File: src/rtl/fpu_writeback.sv
// Float register file writeback: merges never-stalling pipe results with buffered multi-cycle results,
// tracks busy destinations for decode stalls and accumulates sticky IEEE flags.
module fpu_writeback #(
  parameter int XLEN          = 32,
  parameter int LOG2_FRF_SIZE = 5,
  parameter int MC_FIFO_DEPTH = 2
) (
  input  logic                     clk,
  input  logic                     rst_n,
  input  logic                     pipe_valid,
  input  logic [LOG2_FRF_SIZE-1:0] pipe_rd,
  input  logic [XLEN-1:0]          pipe_data,
  input  logic [4:0]               pipe_flags,
  input  logic                     mc_valid,
  output logic                     mc_ready,
  input  logic [LOG2_FRF_SIZE-1:0] mc_rd,
  input  logic [XLEN-1:0]          mc_data,
  input  logic [4:0]               mc_flags,
  input  logic                     issue_valid,
  input  logic [LOG2_FRF_SIZE-1:0] issue_rd,
  input  logic [LOG2_FRF_SIZE-1:0] dec_rs1,
  input  logic [LOG2_FRF_SIZE-1:0] dec_rs2,
  input  logic [LOG2_FRF_SIZE-1:0] dec_rd,
  output logic                     hazard,
  output logic                     FRegWrite,
  output logic [LOG2_FRF_SIZE-1:0] frf_rd,
  output logic [XLEN-1:0]          frf_data,
  input  logic                     fflags_we,
  input  logic [4:0]               fflags_wdata,
  output logic [4:0]               fflags
);

  localparam int NREGS = 1 << LOG2_FRF_SIZE;

  typedef struct packed {
    logic [LOG2_FRF_SIZE-1:0] rd;
    logic [XLEN-1:0]          data;
    logic [4:0]               flags;
  } mc_entry_t;

  mc_entry_t        fifo_mem [2];
  logic             head_ptr;
  logic             tail_ptr;
  logic [1:0]       count;
  logic [NREGS-1:0] busy;
  logic [NREGS-1:0] busy_nxt;
  mc_entry_t        head;
  logic             push;
  logic             pop;
  logic [4:0]       commit_flags;
  logic [4:0]       fflags_base;

  // Full is judged on registered occupancy only, so a pop never frees a slot in the same cycle.
  assign mc_ready = (count != 2'(MC_FIFO_DEPTH));
  assign push     = mc_valid & mc_ready;
  assign head     = fifo_mem[head_ptr];
  assign pop      = ~pipe_valid & (count != 2'd0);
  assign hazard   = busy[dec_rs1] | busy[dec_rs2] | busy[dec_rd];

  always_comb begin
    busy_nxt = busy;
    if (pop)         busy_nxt[head.rd]  = 1'b0;
    if (issue_valid) busy_nxt[issue_rd] = 1'b1;
  end

  always_comb begin
    commit_flags = 5'd0;
    if (pipe_valid) commit_flags = pipe_flags;
    else if (pop)   commit_flags = head.flags;
    fflags_base = fflags_we ? fflags_wdata : fflags;
  end

  always_ff @(posedge clk) begin
    if (push) fifo_mem[tail_ptr] <= '{rd: mc_rd, data: mc_data, flags: mc_flags};
  end

  always_ff @(posedge clk or negedge rst_n) begin
    if (!rst_n) begin
      head_ptr <= 1'b0;
      tail_ptr <= 1'b0;
      count    <= 2'd0;
    end else begin
      if (push) tail_ptr <= ~tail_ptr;
      if (pop)  head_ptr <= ~head_ptr;
      case ({push, pop})
        2'b10:   count <= count + 2'd1;
        2'b01:   count <= count - 2'd1;
        default: count <= count;
      endcase
    end
  end

  always_ff @(posedge clk or negedge rst_n) begin
    if (!rst_n) begin
      FRegWrite <= 1'b0;
      frf_rd    <= '0;
      frf_data  <= '0;
      fflags    <= 5'd0;
      busy      <= '0;
    end else begin
      busy   <= busy_nxt;
      fflags <= fflags_base | commit_flags;
      if (pipe_valid) begin
        FRegWrite <= 1'b1;
        frf_rd    <= pipe_rd;
        frf_data  <= pipe_data;
      end else if (pop) begin
        FRegWrite <= 1'b1;
        frf_rd    <= head.rd;
        frf_data  <= head.data;
      end else begin
        FRegWrite <= 1'b0;
      end
    end
  end

endmodule

File: config.mk
export PLATFORM = sky130hd
export DESIGN_NAME = fpu_writeback
export DESIGN_NICKNAME = d
export VERILOG_FILES = /design/src/rtl/fpu_writeback.sv
export SDC_FILE = /design/constraint.sdc
export NUM_CORES = 1
export LEC_CHECK = 0
export ABC_CLOCK_PERIOD_IN_PS = 4100
export CAP_MARGIN = 20
export CELL_PAD_IN_SITES_DETAIL_PLACEMENT = 2
export CELL_PAD_IN_SITES_GLOBAL_PLACEMENT = 2
export CORE_UTILIZATION = 33
export DETAILED_ROUTE_END_ITERATION = 6
export PLACE_DENSITY_LB_ADDON = 0.1
export SETUP_SLACK_MARGIN = 0.3
export SLEW_MARGIN = 5
export SYNTH_ARGS = -nofsm -noshare
export SYNTH_HDL_FRONTEND = slang
export SYNTH_SLANG_ARGS = --single-unit
File: constraint.sdc
create_clock -name clk -period 4.1 [get_ports clk]
set_input_delay 0.82 -clock clk [delete_from_list [all_inputs] [get_ports clk]]
set_output_delay 0.82 -clock clk [all_outputs]
set_load 0.05 [all_outputs]
**After elaboration in Yosys (flattened, before gate mapping)**

Memory sizes are Yosys's and may differ from the RTL's.
Index checks and enable logic that the tools add are counted.

- Register bits after elaboration: 79
- RAM bits: 84
- Input port bits: 115
- Output and inout bits: 45
- Memories: 1

- Add/subtract/negate cells: 2
- Order comparisons: 7
- Equality and inequality tests: 3
- Multiplexer cells: 24
- Bitwise logic cells: 11
- Reductions and logical operators: 5

Memory list:

| name | depth | width | read ports | clocked after Yosys merged registers in | write ports | RTL line | source |
|---|---|---|---|---|---|---|---|
| fifo_mem | 2 | 42 | 1 | 0 | 1 | 41 | `mc_entry_t fifo_mem [2];` |

Operators with widths:

| kind | number |
|---|---|
| 2-to-1 mux 32 bit | 4 |
| bitwise AND 32 bit | 1 |
| inverter 32 bit | 1 |
| OR 32 bit | 1 |
| < comparator 5 x 6 -> 1 bit (second input constant) | 5 |
| 2-to-1 mux 5 bit | 5 |
| binary-select mux 1 bit (select 5 bit) | 3 |
| demux 1 bit (select 5 bit) | 2 |
| >= comparator 5 x 1 -> 1 bit (second input constant) | 2 |
| 2-to-1 mux 1 bit | 9 |
| nonzero test 2 bit | 3 |
| OR 5 bit | 1 |
| case mux 2 bit (2 select lines) | 1 |
| inverter 1 bit | 3 |
| adder 2 x 1 -> 2 bit (second input constant) | 1 |
| bitwise AND 1 bit | 2 |
| equality test 2 x 1 -> 1 bit (second input constant) | 1 |
| equality test 2 bit (second input constant) | 1 |
| logical AND 1 bit | 2 |
| != test 2 bit (second input constant) | 1 |
| OR 1 bit | 2 |
| subtractor 2 x 1 -> 2 bit (second input constant) | 1 |

**Depth between registers and ports, before layout**

An unclocked memory read counts as a cell.

- Depth after elaboration: 10
- Depth in mapped cells: 7

**Worst setup path after synthesis**

No wires, ideal clock.

- Kind: input-to-output
- Start point: input dec_rd[0]
- End point: output hazard
- Data arrival time: 2.725 ns
- Data required time: 3.280 ns
- Slack: 0.555 ns
- Cell stages on the path: 6
- Cells stage by stage: buf_2 -> mux4_2 -> mux4_2 -> mux2i_1 -> nand2_1 -> or3_1

- Longest elaborated chain between the ends: 3

RTL lines:

| element | RTL line | source |
|---|---|---|
| start: declaration | 23 | `input logic [LOG2_FRF_SIZE-1:0] dec_rd,` |
| binary-select mux 1 bit (select 5 bit) | 58 | `assign hazard = busy[dec_rs1] \| busy[dec_rs2] \| busy[dec_rd];` |
| 2-to-1 mux 1 bit (not written as such) | 58 |  |
| OR 1 bit | 58 |  |
| end: declaration | 24 | `output logic hazard,` |

No other way between the ends. The select of a mux whose other input is x is not followed.

**Worst setup path in the final report**

- Start point: input dec_rd[2]
- End point: output hazard

Same word-level chain as after synthesis.

==> results.json <==
{
  "timing.final.crit_share_pct": 90.7,
  "yosys_warnings": 0,
  "synth_ff_type": "edfxtp_1",
  "grt_antenna_before_repair": 2,
  "hpwl_mm": 16.1,
  "status": "finished, final reports clean",
  "hp-class": "in -> async",
  "grt_pass1_vias": 6274,
  "setup_viol": 0,
  "wl_per_cell_um": 22.0,
  "regArea_um2": 4500,
  "synth_cell_type_count": 39,
  "tightest_slew_ps": 906,
  "slowest_delay_ps": 470,
  "first_pass_iters": 4,
  "worstSetupStartpoint": "dec_rd[2]",
  "totalPowerFinal_mw": 6.78,
  "place.gp.congestion": 0.946,
  "timing.fmax_mhz": 269,
  "dp_cells": 990,
  "post-place-ws_ps": 9.61,
  "hold_viol_final": 0,
  "cts.sinks": 163,
  "critPathCaptureType": "primary output",
  "reg2reg_from": "count[0]",
  "fin_area_um2": 9680,
  "cts_root_buffer": "clkbuf_16",
  "final_nets": 850,
  "final_util_pct": 45.6,
  "drc": 0,
  "cpMostUsedCell": "mux4_2",
  "critPathKind": "in -> out",
  "clkTransAtPathRegs_ps": 60,
  "dpl_cell_area_um2": 9120,
  "synth_cells": 576,
  "avgSynthCellArea_um2": 12.5,
  "viasPerCell": 5.29,
  "switching_share_pct": 39.6,
  "synthArstFlopShare_pct": 48.5,
  "drtAntennaViolNets": 0,
  "top_usage_layer": "met2",
  "die_h_um": 150,
  "fillers": 2141,
  "track_usage_pct": 21.1,
  "critPathRequiredTime_ps": 3280,
  "drive_gt1_share_pct": 10.7,
  "grt.met3_usage_pct": 4.82,
  "clockPowerShare_pct": 22.7,
  "finalCriticalPeriod_ps": 3720,
  "syn-cell-area_um2": 7190,
  "crit_chain": "dlygate4sd2_1 > mux4_2 > mux4_2 > mux2i_1 > nand2_1 > or3_1 > buf_6",
  "die_w_um": 150,
  "rows": 53,
  "arrival_ps": 2900,
  "insertion_delay_ps": 430,
  "use_met2_pct": 37.5,
  "met1_usage_pct": 24.1,
  "p_sw_mw": 2.68,
  "final_common_cell": "clkdlybuf4s50_1",
  "intPower_mw": 4.10,
  "core_um2": 21200,
  "start_kind": "primary input",
  "setup-tns-final_ps": 0,
  "die_area_um2": 22400,
  "fin_cells": 1023,
  "drt_wl_total_mm": 22.5,
  "path_delay_family": "multiplexers",
  "clock_skew_ps": 15.8,
  "grt-ovfl-total": 0,
  "syn_to_final_growth_pct": 34.5,
  "layout_common_cells": "149 x clkdlybuf4s50_1, 108 x o21ai_0, 84 x edfxtp_1",
  "irDropWorstVdd_uv": 309,
  "hold_buffers": 0,
  "io_pins": 160,
  "maxSlewHeadroom_pct": 39.5,
  "cp_slowest_cell": "mux4_2",
  "crit_fanout": 8,
  "drt_iter0_drc": 171,
  "synth_edf_count": 84,
  "seqPwrFrac_pct": 40.5,
  "grt_pass1_wl_mm": 34.9,
  "synthesis.nets": 692,
  "cap_violations": 0,
  "cts_htree_levels": 4,
  "p_per_area_nw_per_um2": 701,
  "initial_utilization_pct": 33.9,
  "grt_max_degree": 81,
  "via_count": 5407,
  "power_leakage_nw": 3.70,
  "multi_input_comb_area_um2": 2560,
  "ys_ff_latch": 163,
  "seq_area_frac_synth_pct": 62.5,
  "place.port_buffers": 159,
  "cts_tree": "done",
  "clk_path_buf_depth": 2,
  "timing.hold.ws_ps": 381,
  "slew_violations": 0,
  "crit_buf_inv": 2,
  "combPwrFrac_pct": 36.8,
  "cts_buffers": 17,
  "rsz0062_at_grt": "false",
  "fin_ws_ps": 380,
  "cts_setup_buffers": 0
}
layout make-up:
cell class	count	share of cell area, %
Sequential cell	163	46.5
Multi-Input combinational cell	374	26.5
Timing Repair Buffer	171	17.4
Clock buffer	19	4.47
Tap cell	275	3.55
Clock inverter	13	1.32
Inverter	7	0.271
Antenna cell	1	0.0259
worst paths after layout:
kind	endpoint	slack [ps]	depth (start not counted)
setup reg to reg	busy[23]	1910	5
hold / removal	busy[5]	380	1
setup / recovery	hazard	380	7
min in group clk	fflags[1]	560	2
max in group asynchronous	frf_data[13]	2870	2
hold reg to reg	fflags[1]	560	2
timing repair:
| action | CTS | global route |
|---|---|---|
| gates cloned | 0 | 0 |
| pin swaps | 0 | 0 |
| resized for setup | 6 | 6 |
| setup endpoints to repair | 1 | 1 |
power by group through the flow:
stage          Clock [mW]  Sequential (mW)  Combinational (mW)
6_report             1.54             2.75                2.49
5_1_grt              1.64             2.81                2.70
3_5_place_dp            0             2.78                2.52
4_1_cts              1.57             2.75                2.54
2_1_floorplan           0             2.97                1.26
3_3_place_gp            0             2.75                2.42
state kept, by name, indices dropped and copies added, names as in the netlist:
register   cells
head_ptr       1
frf_rd         5
FRegWrite      1
fifo_mem      84
busy          32
tail_ptr       1
count          2
frf_data      32
fflags         5
logic make-up (layout without fill, tap and decap cells):
| logic type | after synthesis | after routing | share of synthesized area [%] |
|---|---|---|---|
| buf+inv | 39 | 210 | 2.07 |
| xor+xnor | 5 | 5 | 0.609 |
| mux | 74 | 74 | 14.2 |
| other cells | 0 | 1 | 0 |
| simple gates | 135 | 135 | 8.59 |
| fa+ha+maj | 1 | 1 | 0.174 |
| compound gates | 159 | 159 | 11.8 |
| flops | 163 | 163 | 62.5 |
metal layers:
layer / vias to the layer above / wire length [um]
met4: 0 / 533
met3: 36 / 1110
met5: - / 0
met2: 130 / 11900
li1: 2460 / -
met1: 2781 / 8980
cells in the mapped netlist, types with 2 or more instances:
master | count | share of area, %
mux4_2 | 22 | 6.9
o21ai_0 | 108 | 7.5
a21oi_1 | 33 | 2.3
o211ai_1 | 2 | 0.21
nand3_1 | 6 | 0.42
inv_1 | 7 | 0.37
mux2_2 | 3 | 0.47
or3_1 | 3 | 0.26
nand2_1 | 57 | 3.0
mux2i_1 | 49 | 6.8
edfxtp_1 | 84 | 35
buf_2 | 2 | 0.14
o2111ai_1 | 3 | 0.37
nand4_1 | 3 | 0.26
or3b_2 | 3 | 0.37
nand3b_1 | 6 | 0.63
nand2b_1 | 4 | 0.35
xnor2_1 | 4 | 0.49
nor2_1 | 40 | 2.1
a22oi_1 | 4 | 0.42
nor2b_1 | 6 | 0.52
dfrtp_1 | 79 | 27
clkbuf_1 | 24 | 1.3
o221ai_1 | 4 | 0.49
buf_1 | 6 | 0.31
(Power assumes the default switching activity.)
